`src/rtl/mult_scheduler_pkg.sv`:
```
// Shared definitions for the two-requester shift-add multiplier scheduler:
// FSM state encoding and default datapath sizing.
package mult_scheduler_pkg;

  localparam int N_BITS_DEF   = 8;
  localparam int CNT_INIT_DEF = N_BITS_DEF - 1;

  typedef enum logic [2:0] {
    S_IDLE  = 3'd0,
    S_LOAD  = 3'd1,
    S_ADD   = 3'd2,
    S_SHIFT = 3'd3,
    S_DONE  = 3'd4
  } state_e;

endpackage

```
`src/rtl/mult_scheduler_if.sv`:
```
// Requester-side bundle: two req/ack operand channels and their done/result returns.
interface mult_scheduler_if
  import mult_scheduler_pkg::*;
#(
  parameter int N_BITS = N_BITS_DEF
);
  logic                  req0, req1;
  logic [N_BITS-1:0]     a0, b0, a1, b1;
  logic                  ack0, ack1;
  logic                  done0, done1;
  logic [2*N_BITS-1:0]   res0, res1;

  modport master (
    output req0, a0, b0, req1, a1, b1,
    input  ack0, ack1, done0, done1, res0, res1
  );

  modport slave (
    input  req0, a0, b0, req1, a1, b1,
    output ack0, ack1, done0, done1, res0, res1
  );
endinterface

```
`src/rtl/mult_scheduler_rr_arbiter2.sv`:
```
// Two-way round-robin arbiter; the last_grant register only advances when
// the caller says a grant is actually taken.
module rr_arbiter2 (
  input  logic clk,
  input  logic rst_n,
  input  logic req0_i,
  input  logic req1_i,
  input  logic en_i,
  output logic gnt_o,
  output logic vld_o
);
  logic last_q, last_d;

  always_comb begin
    vld_o = req0_i | req1_i;
    // On a tie the requester that did not win last time goes first.
    if (req0_i && req1_i) gnt_o = ~last_q;
    else                  gnt_o = req1_i;
    last_d = last_q;
    if (en_i && vld_o) last_d = gnt_o;
  end

  always_ff @(posedge clk or negedge rst_n) begin
    if (!rst_n) last_q <= 1'b1;
    else        last_q <= last_d;
  end
endmodule

```
`src/rtl/mult_scheduler.sv`:
```
// Sequencer that time-shares one shift-add multiplier datapath between two
// requesters: grants round-robin, drives the datapath strobes, returns products.
module mult_scheduler
  import mult_scheduler_pkg::*;
#(
  parameter int N_BITS   = N_BITS_DEF,
  parameter int CNT_INIT = CNT_INIT_DEF
) (
  input  logic                clk,
  input  logic                rst_n,
  mult_scheduler_if.slave     rq,
  output logic [N_BITS-1:0]   dp_b,
  output logic [N_BITS-1:0]   dp_q,
  output logic                load_a,
  output logic                load_q,
  output logic                load_b,
  output logic                load_p,
  output logic                reset_a,
  output logic                reset_c,
  output logic                dec_c,
  output logic                shift,
  input  logic                z,
  input  logic                q0,
  input  logic [2*N_BITS-1:0] dp_prod
);
  if (CNT_INIT != N_BITS - 1) begin : g_bad_cnt_init
    $error("CNT_INIT must equal N_BITS-1 for N_BITS shifts");
  end

  state_e                state_q, state_d;
  logic                  owner_q, owner_d;
  logic [N_BITS-1:0]     dp_b_q, dp_b_d, dp_q_q, dp_q_d;
  logic [2*N_BITS-1:0]   res0_q, res0_d, res1_q, res1_d;
  logic                  done0_q, done0_d, done1_q, done1_d;
  logic                  gnt, gnt_vld, arb_en;

  assign arb_en = (state_q == S_IDLE);

  rr_arbiter2 u_arb (
    .clk    (clk),
    .rst_n  (rst_n),
    .req0_i (rq.req0),
    .req1_i (rq.req1),
    .en_i   (arb_en),
    .gnt_o  (gnt),
    .vld_o  (gnt_vld)
  );

  always_comb begin
    state_d = state_q;
    owner_d = owner_q;
    dp_b_d  = dp_b_q;
    dp_q_d  = dp_q_q;
    res0_d  = res0_q;
    res1_d  = res1_q;
    done0_d = 1'b0;
    done1_d = 1'b0;
    load_a  = 1'b0;
    load_q  = 1'b0;
    load_b  = 1'b0;
    load_p  = 1'b0;
    reset_a = 1'b0;
    reset_c = 1'b0;
    dec_c   = 1'b0;
    shift   = 1'b0;
    rq.ack0 = 1'b0;
    rq.ack1 = 1'b0;
    unique case (state_q)
      S_IDLE: begin
        if (gnt_vld) begin
          owner_d = gnt;
          dp_b_d  = gnt ? rq.a1 : rq.a0;
          dp_q_d  = gnt ? rq.b1 : rq.b0;
          state_d = S_LOAD;
        end
      end
      S_LOAD: begin
        load_b  = 1'b1;
        load_q  = 1'b1;
        load_p  = 1'b1;
        reset_a = 1'b1;
        reset_c = 1'b1;
        rq.ack0 = ~owner_q;
        rq.ack1 = owner_q;
        state_d = S_ADD;
      end
      S_ADD: begin
        load_a  = q0;
        state_d = S_SHIFT;
      end
      S_SHIFT: begin
        // The counter value 0 is still shifted, so CNT_INIT..0 gives N_BITS shifts.
        shift = 1'b1;
        if (z) begin
          state_d = S_DONE;
        end else begin
          dec_c   = 1'b1;
          state_d = S_ADD;
        end
      end
      S_DONE: begin
        if (owner_q) begin
          res1_d  = dp_prod;
          done1_d = 1'b1;
        end else begin
          res0_d  = dp_prod;
          done0_d = 1'b1;
        end
        state_d = S_IDLE;
      end
      default: state_d = S_IDLE;
    endcase
  end

  always_ff @(posedge clk or negedge rst_n) begin
    if (!rst_n) begin
      state_q <= S_IDLE;
      owner_q <= 1'b0;
      dp_b_q  <= '0;
      dp_q_q  <= '0;
      res0_q  <= '0;
      res1_q  <= '0;
      done0_q <= 1'b0;
      done1_q <= 1'b0;
    end else begin
      state_q <= state_d;
      owner_q <= owner_d;
      dp_b_q  <= dp_b_d;
      dp_q_q  <= dp_q_d;
      res0_q  <= res0_d;
      res1_q  <= res1_d;
      done0_q <= done0_d;
      done1_q <= done1_d;
    end
  end

  assign dp_b     = dp_b_q;
  assign dp_q     = dp_q_q;
  assign rq.res0  = res0_q;
  assign rq.res1  = res1_q;
  assign rq.done0 = done0_q;
  assign rq.done1 = done1_q;
endmodule
```
`src/flat_wrapper.sv`:
```
// flat-port wrapper written by rule: the top's interface ports become plain ports
module mult_scheduler_flat import mult_scheduler_pkg::*;
#(
  parameter int N_BITS   = N_BITS_DEF,
  parameter int CNT_INIT = CNT_INIT_DEF
)
  (clk, rst_n, dp_b, dp_q, load_a, load_q, load_b, load_p, reset_a, reset_c, dec_c, shift, z, q0, dp_prod, rq_req0, rq_a0, rq_b0, rq_req1, rq_a1, rq_b1, rq_ack0, rq_ack1, rq_done0, rq_done1, rq_res0, rq_res1);
  mult_scheduler_if #(.N_BITS(N_BITS)) rq_i ();
  input  logic clk;
  input  logic rst_n;
  output logic [N_BITS-1:0] dp_b;
  output logic [N_BITS-1:0] dp_q;
  output logic load_a;
  output logic load_q;
  output logic load_b;
  output logic load_p;
  output logic reset_a;
  output logic reset_c;
  output logic dec_c;
  output logic shift;
  input  logic z;
  input  logic q0;
  input  logic [2*N_BITS-1:0] dp_prod;
  input wire logic [$bits(rq_i.req0)-1:0] rq_req0;
  input wire logic [$bits(rq_i.a0)-1:0] rq_a0;
  input wire logic [$bits(rq_i.b0)-1:0] rq_b0;
  input wire logic [$bits(rq_i.req1)-1:0] rq_req1;
  input wire logic [$bits(rq_i.a1)-1:0] rq_a1;
  input wire logic [$bits(rq_i.b1)-1:0] rq_b1;
  output wire logic [$bits(rq_i.ack0)-1:0] rq_ack0;
  output wire logic [$bits(rq_i.ack1)-1:0] rq_ack1;
  output wire logic [$bits(rq_i.done0)-1:0] rq_done0;
  output wire logic [$bits(rq_i.done1)-1:0] rq_done1;
  output wire logic [$bits(rq_i.res0)-1:0] rq_res0;
  output wire logic [$bits(rq_i.res1)-1:0] rq_res1;
  assign rq_i.req0 = rq_req0;
  assign rq_i.a0 = rq_a0;
  assign rq_i.b0 = rq_b0;
  assign rq_i.req1 = rq_req1;
  assign rq_i.a1 = rq_a1;
  assign rq_i.b1 = rq_b1;
  assign rq_ack0 = rq_i.ack0;
  assign rq_ack1 = rq_i.ack1;
  assign rq_done0 = rq_i.done0;
  assign rq_done1 = rq_i.done1;
  assign rq_res0 = rq_i.res0;
  assign rq_res1 = rq_i.res1;
  mult_scheduler #(.N_BITS(N_BITS), .CNT_INIT(CNT_INIT)) u_core (.clk(clk), .rst_n(rst_n), .rq(rq_i), .dp_b(dp_b), .dp_q(dp_q), .load_a(load_a), .load_q(load_q), .load_b(load_b), .load_p(load_p), .reset_a(reset_a), .reset_c(reset_c), .dec_c(dec_c), .shift(shift), .z(z), .q0(q0), .dp_prod(dp_prod));
endmodule
```
`config.mk`:
```
export PLATFORM = sky130hd
export DESIGN_NAME = mult_scheduler_flat
export DESIGN_NICKNAME = d
export VERILOG_FILES = /design/src/rtl/mult_scheduler_pkg.sv /design/src/rtl/mult_scheduler_if.sv /design/src/rtl/mult_scheduler_rr_arbiter2.sv /design/src/rtl/mult_scheduler.sv /design/src/flat_wrapper.sv
export SDC_FILE = /design/constraint.sdc
export NUM_CORES = 1
export LEC_CHECK = 0
export CORE_MARGIN = 2
export CORE_UTILIZATION = 45
export DETAILED_ROUTE_END_ITERATION = 8
export DONT_BUFFER_PORTS = 1
export GPL_TIMING_DRIVEN = 0
export SLEW_MARGIN = 40
export SYNTH_ARGS = -nofsm -noshare
export SYNTH_HDL_FRONTEND = slang
export SYNTH_SLANG_ARGS = --single-unit
```
`constraint.sdc`:
```
create_clock -name clk -period 2.5 [get_ports clk]
set_input_delay 0.625 -clock clk [delete_from_list [all_inputs] [get_ports clk]]
set_output_delay 0.625 -clock clk [all_outputs]
set_load 0.01 [all_outputs]
```
======== Word level (Yosys, flattened, before mapping) ========
Index checks and enable logic that the tools add are counted.
cells by class
  equal/unequal tests ..................... 5
  mux-type cells .......................... 17
  reductions and logical operators ........ 6
  bitwise gates (word level) .............. 3
operators with widths
  operator                                                                 number
  8-bit two-way mux                                                        2
  1-bit two-way mux                                                        12
  3-bit one-hot mux with 4 select lines                                    1
  3-bit by 2-bit == test with 1-bit output, second input constant          2
  3-bit two-way mux                                                        2
  2-bit AND reduction                                                      3
  3-bit by 1-bit == test with 1-bit output, second input constant          1
  3-bit == test, second input constant                                     1
  3-bit zero test                                                          1
  1-bit logical AND                                                        2
  2-bit by 1-bit inequality test with 1-bit output, second input constant  1
  1-bit inverter                                                           2
  1-bit OR                                                                 1
word-level totals
  register bits after elaboration ......... 55
  output and inout port bits .............. 60
  word-level logic and storage cells ...... 40

======== Logic depth before layout (Yosys ltp) ========
Gate-level depths: netlist of run 1.
  word-level depth ........................ 3
  mapped depth ............................ 6

======== Modules after synthesis ========
A second synthesis of run 1 with hierarchy kept.
second synthesis, totals
  cell total of the unflattened synthesis .. 153
  area, all modules ....................... 2428.6 um^2
modules (own cells, without submodules)
  module          area each (um^2)  times used  sequential area each (um^2)  cells an instance
  mult_scheduler  2377.3            1           1351.3                       148
  rr_arbiter2     51.3              1           26.3                         5

======== Least setup slack after synthesis of run 1 ========
OpenSTA, ideal clock, no wires.
  kind .................................... reg-to-output
  start ................................... register u_core.state_q[1]
  end ..................................... output port rq_ack0
  data arrival time ....................... 1.391 ns
  slack ................................... 0.484 ns
  stages on the path, launching flop included .. 4
  cell sequence ........................... dfrtp_1 > buf_6 > nor3b_1 > nor2b_1
on the way
  longest elaborated chain between the ends .. 2
ends and longest elaborated chain
  item                                      RTL line               RTL
  start: declaration                        mult_scheduler.sv:30   state_e state_q, state_d;
  start signal: assignment                  mult_scheduler.sv:126  state_q <= state_d;
  3-bit by 1-bit == test with 1-bit output  mult_scheduler.sv:68   unique case (state_q)
  1-bit two-way mux                         mult_scheduler.sv:68
  end: declaration                          flat_wrapper.sv:30     output wire logic [$bits(rq_i.ack0)-1:0] rq_ack0;
No other way between the ends.

======== Final worst setup path of run 1 ========
  start ................................... register u_core.state_q[2]
  end ..................................... output port rq_ack0
The elaborated chain is that of the path after synthesis.

==> out/results.ini, run 1 <==
[placement]
hpwl_mm=3.32
gp_congestion=0.681
io_buffers=0
pre_cts_ws_ns=0.294
placed_area_mm2=0.00237

[route]
wl_mm=4.52
drc_errors=0
wire_per_inst_um=19.2
drtPass1Iterations=4
drtAntennaViolNets=0
vias_per_cell=5.69
vias=1336
drtIter0Drc=76

[synthesis]
yosys-top-cells-area=dfrtp_1 59%, mux2_2 16%, o221a_2 7.9%
syn_inst=158
yosysWarnings=0
synthesis.nets=212
synth-async-reset-ratio_pct=100
ys_seq_area_share_pct=60.4
synth_area_mm2=0.00228
synth_edf_count=0
synthDistinctLibCells=24
synth_top_cell_by_area=dfrtp_1
syn_area_per_cell_um2=14.4
synth_ff_type=dfrtp_1
synth_seq_cells=55
synth_common_cells=54 x dfrtp_1, 32 x mux2_2, 16 x o221a_2, 16 x or3_1, 6 x buf_4
synth_top_area_share_pct=59.2
synth_most_common_cell=dfrtp_1

[sta]
holdWs_ns=0.146
finalMaxSlewViolations=0
finalSetupTns_ns=0
hold_viol_final=0
fin_crit_ns=2.24
rsz0062_at_grt=no
skew_ns=0.00550
fmax_mhz=447
min_period_over_period_pct=89.6
setup_violations=0
relSlewSlack_pct=60.9
worst_pin_slew_ns=0.584
fin_ws_ns=0.260

[cts]
cts_inserted_buffers=5
clock-root-buffer=clkbuf_8
cts_buffer_depth=2
htree_levels=2
clkLatencyLatePin_ns=0.30
clock-sinks=55
cts_tree=built
clkTransAtPathRegs_ns=0.10

[power_and_ir_drop]
power_mw=3.18
p_leak_nw=1.07
p_per_area_mw_per_mm2=1270
vdd_drop_max_mv=0.503

[grt]
gr-total-overflow=0
first_global_vias=1386
track_usage_pct=16.5
antenna_found_initial=0
grt_pass1_wl_mm=6.84
grt_max_degree=42

[critical_path]
required_ns=1.88
rr_worst_depth=5
endpoint_kind=primary output
cp_data_arrival_time_ns=1.61
worstSetupPathType=reg -> out
cp_max_fo=9
cp-start-kind=flip-flop

[finish]
layout-drive-gt1-share_pct=45.2
antenna_cells=0
fillCellCount=424
seqCellArea_mm2=0.00138
postLayoutCellArea_mm2=0.00250
nNetsFinal=221
multi_input_area_um2=812
area_growth_syn_to_layout_pct=9.65

[floorplan]
coreArea_mm2=0.00482
die_y_um=75.2
initial_utilization_pct=47.4
dieArea_mm2=0.00565
ios=114
rows=25
die_x_um=75.2

[worst_hold_path]
hold_class=in -> async

[status]
status=complete, no violations

[flow_run]
cap_violations=0

[path summary, 6_finish.rpt]
kind | slack [ns] | to | startpoint
max | 0.26 | rq_ack0 | u_core.state_q[2]$_DFFE_PN0P_
min | 0.15 | u_core.rq.res1[9]$_DFFE_PN0P_ | rst_n
max reg2reg | 0.53 | u_core.dp_q[4]$_DFFE_PN0P_ | u_core.state_q[0]$_DFFE_PN0P_
min reg2reg | 0.59 | u_core.rq.res1[15]$_DFFE_PN0P_ | u_core.rq.res1[15]$_DFFE_PN0P_
max in group asynchronous | 1.37 | u_core.rq.res1[1]$_DFFE_PN0P_ | rst_n
min in group clk | 0.45 | u_core.state_q[2]$_DFFE_PN0P_ | z
[kinds of logic (layout without fill, tap and decap cells)]
family | count (synthesis) | after routing | share of synthesized area, %
flip-flops | 55 | 55 | 60.4
multiplexers | 32 | 32 | 15.8
AND/OR/NAND/NOR | 38 | 38 | 10.5
AO/OA/AOI/OAI | 18 | 18 | 8.67
buffers and inverters | 15 | 25 | 4.61
[cells in the final DEF (no fill, tap or decap)]
cell type      netlist  final
and3_2               1      1
clkbuf_8             0      5
a22o_2               1      1
buf_12               0      1
and3_1               1      1
nor4b_4              0      1
nor3_1               5      5
o221a_2             16     16
nor2b_1              3      3
and2_1               2      2
or4b_4               1      1
clkbuf_1             3      3
nor3b_2              0      1
buf_4                6      6
buf_6                3      3
dfstp_2              1      1
nand3_1              1      1
dfrtp_1             54     54
buf_2                2      2
nor2_1               1      1
clkbuf_2             1      1
mux2_2              32     32
o21a_1               1      1
dlygate4sd3_1        0      1
and3b_2              1      1
clkinvlp_4           0      2
inv_6                0      1
nand2_1              4      4
or3_1               16     16
[routing by layer]
layer / vias to the layer above / wire length (um) / track usage [%]
met5: - / 0 / 0
met4: 0 / 48 / 5.26
met3: 6 / 401 / 5.89
met2: 66 / 2420 / 30.1
met1: 666 / 1660 / 17.9
li1: 598 / - / -
[report_power, final]
| part | switching [mW] | leakage (nW) | total [mW] | internal (mW) |
|---|---|---|---|---|
| clock | 0.285 | 0.0408 | 0.485 | 0.201 |
| combinational | 0.376 | 0.355 | 0.918 | 0.542 |
| sequential | 0.467 | 0.676 | 1.77 | 1.31 |
[stage by stage]
stage               utilization (%)  instances
floorplan                         -        158
global placement               49.1        225
detailed placement             49.3        225
CTS                            51.9        235
global route                   51.9        235
finish                         51.9        235
[what timing repair did]
item	CTS	global route
resized for setup	1	0
setup endpoints to repair	6	0
hold buffers	2	0
buffers inserted	0	0
hold endpoints to repair	41	0
[critical path, stage by stage, from the launching register on]
cell and delay [ns]:
dfrtp_1 0.37, clkbuf_2 0.18, nor3b_2 0.47, nor2b_1 0.30
[registers in the layout, summed over array words and instances (netlist names)]
name / cells
u_core.rq.done1: 1
u_core.state_q: 3
u_core.u_arb.last_q: 1
u_core.dp_b: 8
u_core.owner_q: 1
u_core.rq.done0: 1
u_core.rq.res1: 16
u_core.rq.res0: 16
u_core.dp_q: 8
[layout make-up]
type                       count  share of cell area [%]
multi-input combinational     88                    32.5
sequential                    55                    55.1
tap                           67                    3.35
clock buffer                   5                    2.75
clock inverter                 3                   0.950
buffer                        15                    4.20
timing repair buffer           2                    1.20
Note: power is estimated with default switching activity, not from simulation.
==> run 2, diff against run 1 <==
--- a/config.mk
+++ b/config.mk
@@ -5,11 +5,13 @@
 export SDC_FILE = /design/constraint.sdc
 export NUM_CORES = 1
 export LEC_CHECK = 0
+export CORE_ASPECT_RATIO = 0.8
 export CORE_MARGIN = 2
-export CORE_UTILIZATION = 45
+export CORE_UTILIZATION = 53
 export DETAILED_ROUTE_END_ITERATION = 8
 export DONT_BUFFER_PORTS = 1
 export GPL_TIMING_DRIVEN = 0
+export PLACE_DENSITY = 0.68
 export SLEW_MARGIN = 40
 export SYNTH_ARGS = -nofsm -noshare
 export SYNTH_HDL_FRONTEND = slang
==> out/results.ini, run 2 (same netlist as run 1, synthesis figures left out) <==
[status]
status=complete, no violations

[floorplan]
ios=114
die_y_um=62.7
initial_utilization_pct=54.9
dieArea_mm2=0.00485
die_x_um=77.3
rows=21
coreArea_mm2=0.00415

[route]
drtPass1Iterations=4
vias=1335
wl_mm=4.63
drc_errors=0
drtIter0Drc=64
wire_per_inst_um=20.6
drtAntennaViolNets=0
vias_per_cell=5.93

[cts]
cts_inserted_buffers=5
htree_levels=2
clkLatencyLatePin_ns=0.29
clock-sinks=55
clock-root-buffer=clkbuf_8
clkTransAtPathRegs_ns=0.09
cts_buffer_depth=2
cts_tree=built

[grt]
grt_max_degree=41
first_global_vias=1443
antenna_found_initial=0
grt_pass1_wl_mm=7.33
gr-total-overflow=0
track_usage_pct=19.3

[finish]
multi_input_area_um2=812
area_growth_syn_to_layout_pct=8.78
antenna_cells=0
final_common_cell=dfrtp_1
seqCellArea_mm2=0.00138
nNetsFinal=221
final_cell_mix=54 x dfrtp_1, 32 x mux2_2, 16 x or3_1, 16 x o221a_2, 6 x buf_4
layout-drive-gt1-share_pct=44.6
fillCellCount=358

[power_and_ir_drop]
p_per_area_mw_per_mm2=1280
vdd_drop_max_mv=0.618
p_leak_nw=1.07

[critical_path]
rrSetupSlack_ns=0.55
rr_worst_depth=5
endpoint_kind=primary output
slowest_stage=nor3b_2
cp_data_arrival_time_ns=1.62
crit_chain=clkbuf_2 > nor3b_2 > nor2b_1
slowest_delay_ns=0.48
cp_max_fo=9
rr_startpoint=u_core.state_q[1]$_DFFE_PN0P_
worstSetupPathType=reg -> out
required_ns=1.88
cp-start-kind=flip-flop
r2r_end=u_core.dp_b[5]$_DFFE_PN0P_

[sta]
finalSetupTns_ns=0
fin_crit_ns=2.24
worst_pin_slew_ns=0.750
setup_violations=0
fmax_mhz=446
min_period_over_period_pct=89.6
skew_ns=0.00471
relSlewSlack_pct=49.9
finalMaxSlewViolations=0
fin_ws_ns=0.260
hold_viol_final=0
rsz0062_at_grt=no

[placement]
io_buffers=0
pre_cts_ws_ns=0.295
gp_congestion=0.788
hpwl_mm=3.39

[worst_hold_path]
hold_class=in -> async

[flow_run]
cap_violations=0

==> run 2: changes by cell type in the layout (fill, tap and decap cells not counted), sizes merged <==
| cell | previous run | this run |
|---|---|---|
| inv | 1 | 0 |
| clkbuf | 9 | 10 |
| clkinv | 0 | 1 |
| clkinvlp | 2 | 1 |
==> run 2: layout make-up <==
type / instances / share of cell area (%)
Buffer: 15 / 4.24
Clock buffer: 6 / 2.92
Clock inverter: 2 / 0.504
Multi-Input combinational cell: 88 / 32.7
Sequential cell: 55 / 55.5
Tap cell: 57 / 2.87
Timing Repair Buffer: 2 / 1.21
==> run 2: worst max-delay path by stage <==
| stage | from | endpoint | slack (ns) | cells past startpoint |
|---|---|---|---|---|
| after floorplan | u_core.state_q[1]$_DFFE_PN0P_ | rq_ack0 | 0.48 | 3 |
| after global placement | u_core.state_q[2]$_DFFE_PN0P_ | rq_ack0 | 0.32 | 3 |
| after detailed placement | u_core.state_q[2]$_DFFE_PN0P_ | rq_ack0 | 0.29 | 3 |
| after CTS | u_core.state_q[2]$_DFFE_PN0P_ | rq_ack0 | 0.26 | 3 |
| after global routing | u_core.state_q[2]$_DFFE_PN0P_ | rq_ack0 | 0.18 | 3 |
| final | u_core.state_q[2]$_DFFE_PN0P_ | rq_ack0 | 0.26 | 3 |
==> run 2: what timing repair did <==
item,in CTS,in global routing
resized for setup,1,0
buffers inserted,0,0
hold buffers,1,1
endpoints found under the setup margin,2,0
endpoints found under the hold margin,16,38
==> run 2: through the flow <==
| step | util (%) | instance area, um^2 | hold WS (ns) | power [mW] | instances |
|---|---|---|---|---|---|
| 2_1_floorplan | - | 2280 | 0.329 | 2.48 | 158 |
| 3_3_place_gp | 56.7 | 2350 | 0.331 | 2.63 | 215 |
| 3_5_place_dp | 56.9 | 2360 | 0.330 | 2.72 | 215 |
| 4_1_cts | 59.3 | 2460 | 0.000616 | 3.19 | 224 |
| 5_1_grt | 59.8 | 2480 | 0.138 | 3.35 | 225 |
| 6_report | 59.8 | 2480 | 0.157 | 3.16 | 225 |
==> run 2: critical path, delay by kind of cell (launching register included) <==
kind | cells | cell delay (ns)
and+or+nand+nor | 2 | 0.77
DFF | 1 | 0.36
buffers and inverters | 1 | 0.18
==> run 2: power by group <==
part	switching, mW	total (mW)	internal, mW
clock network	0.262	0.458	0.196
registers	0.469	1.78	1.31
logic	0.387	0.930	0.543
total	1.12	3.16	2.05
==> run 2: metal layers <==
layer / track usage (%) / vias up / routed length (um)
met1: 23.9 / 673 / 1890
met4: 5.80 / 0 / 38
li1: - / 597 / -
met3: 6.50 / 5 / 366
met5: 0 / - / 0
met2: 32.2 / 60 / 2330
==> run 3, diff against run 2 <==
--- a/config.mk
+++ b/config.mk
@@ -5,13 +5,13 @@
 export SDC_FILE = /design/constraint.sdc
 export NUM_CORES = 1
 export LEC_CHECK = 0
+export BUFFER_PORTS_ARGS = -buffer_cell sky130_fd_sc_hd__buf_2
 export CORE_ASPECT_RATIO = 0.8
 export CORE_MARGIN = 2
-export CORE_UTILIZATION = 53
+export CORE_UTILIZATION = 45
 export DETAILED_ROUTE_END_ITERATION = 8
-export DONT_BUFFER_PORTS = 1
 export GPL_TIMING_DRIVEN = 0
-export PLACE_DENSITY = 0.68
+export PLACE_DENSITY = 0.79
 export SLEW_MARGIN = 40
 export SYNTH_ARGS = -nofsm -noshare
 export SYNTH_HDL_FRONTEND = slang
==> constraint.sdc (replaced) <==
create_clock -name clk -period 2.1 [get_ports clk]
set_input_delay 0.525 -clock clk [delete_from_list [all_inputs] [get_ports clk]]
set_output_delay 0.525 -clock clk [all_outputs]
set_load 0.1 [all_outputs]
==> out/results.ini, run 3 (same netlist as run 1, synthesis figures left out) <==
[floorplan]
initial_utilization_pct=46.1
dieArea_mm2=0.00566
ios=114
coreArea_mm2=0.00495
rows=23
die_x_um=83.6
die_y_um=67.7

[placement]
gp_congestion=0.819
hpwl_mm=3.81
pre_cts_ws_ns=0.136
io_buffers=113

[sta]
relSlewSlack_pct=55.2
hold_viol_final=0
fin_crit_ns=2.06
skew_ns=0.0102
setup_violations=0
min_period_over_period_pct=98.3
fin_ws_ns=0.0355
fmax_mhz=484
finalMaxSlewViolations=0
rsz0062_at_grt=yes
holdWs_ns=0.253
worst_pin_slew_ns=0.672

[finish]
fillCellCount=422
final_util_pct=63.5
antenna_cells=0
final_cell_mix=106 x buf_2, 54 x dfrtp_1, 32 x mux2_2
seqCellArea_mm2=0.00138
nNetsFinal=333
area_growth_syn_to_layout_pct=37.9
multi_input_area_um2=840
final_common_cell=buf_2
layout-drive-gt1-share_pct=68.6

[route]
vias_per_cell=4.99
vias=1706
drtPass1Iterations=4
drtAntennaViolNets=0
wl_mm=5.08
drtIter0Drc=72
wire_per_inst_um=14.9
drc_errors=0

[grt]
gr-total-overflow=0
grtUsageMet2_pct=29.5
grtUsageMet3_pct=2.81
track_usage_pct=17.7
grt_max_degree=56
grt_pass1_wl_mm=7.94
first_global_vias=1629
grt-busiest-layer=met2
antenna_found_initial=0
use_met1_pct=24.6

[cts]
clkTransAtPathRegs_ns=0.10
cts_inserted_buffers=5
cts_buffer_depth=2
clkLatencyLatePin_ns=0.30
clock-sinks=55
clock-root-buffer=clkbuf_8
htree_levels=2
cts_tree=built

[critical_path]
cp-start-kind=flip-flop
cp_data_arrival_time_ns=1.54
crit_chain=buf_8 > nor3b_4 > nor2b_4 > buf_12
cp_max_fo=8
rr_worst_depth=5
required_ns=1.57
worstSetupPathType=reg -> out
slowest_delay_ns=0.40
endpoint_kind=primary output
slowest_stage=dfrtp_1

[flow_run]
cap_violations=0

[worst_hold_path]
hold_class=in -> async

[status]
status=complete, no violations

-- run 3: cell types whose count changed in the layout (fill, tap and decap cells not counted), sizes merged --
cell | before | now
buf | 12 | 126
clkbuf | 10 | 9
dlygate4sd3 | 1 | 0
-- run 3: area by class of cell --
cell class	instances	share of cell area (%)
clock buffer	6	2.31
timing repair buffer	114	20.7
multi-input combinational	88	26.7
sequential	55	43.8
tap	62	2.47
buffer	15	3.66
clock inverter	2	0.398
-- run 3: worst paths after layout --
path | startpoint | to | slack (ns)
max | u_core.state_q[2]$_DFFE_PN0P_ | rq_ack0 | 0.04
min | rst_n | u_core.rq.res1[10]$_DFFE_PN0P_ | 0.25
max reg2reg | u_core.state_q[0]$_DFFE_PN0P_ | u_core.dp_q[1]$_DFFE_PN0P_ | 0.19
min reg2reg | u_core.rq.res0[15]$_DFFE_PN0P_ | u_core.rq.res0[15]$_DFFE_PN0P_ | 0.51
max in group asynchronous | rst_n | u_core.rq.res1[8]$_DFFE_PN0P_ | 1.40
min in group clk | dp_prod[11] | u_core.rq.res0[11]$_DFFE_PN0P_ | 0.46
-- run 3: critical path, delay by kind of cell (launching register included) --
family	cells	cell delay, ns
buffers and inverters	2	0.32
DFF	1	0.40
and+or+nand+nor	2	0.53
-- run 3: through the flow --
stage               instances  TNS [ns]  cell area (um^2)
floorplan                 158     -2.66              2320
global placement          333     -1.09              2970
detailed placement        333         0              2980
CTS                       341         0              3100
global route              342    -0.145              3150
finish                    342         0              3150
-- run 3: metal layers --
metal  routed length, um  part of all wire [%]  vias to the layer above
met2                2540                    50                       41
met4                  45                  0.89                        0
met5                   0                     0                        -
li1                    -                     -                      825
met1                2310                    45                      835
met3                 186                   3.7                        5
-- run 3: repair_timing --
item / 4_1_cts / 5_1_grt
buffers inserted: 0 / 1
setup endpoints to repair: 8 / 6
hold buffers: 0 / 0
pin swaps: 1 / 1
resized for setup: 14 / 9
Power of run 3 is not shown: default switching activity piles up to over one toggle a cycle in this logic, so the estimate is an artifact.
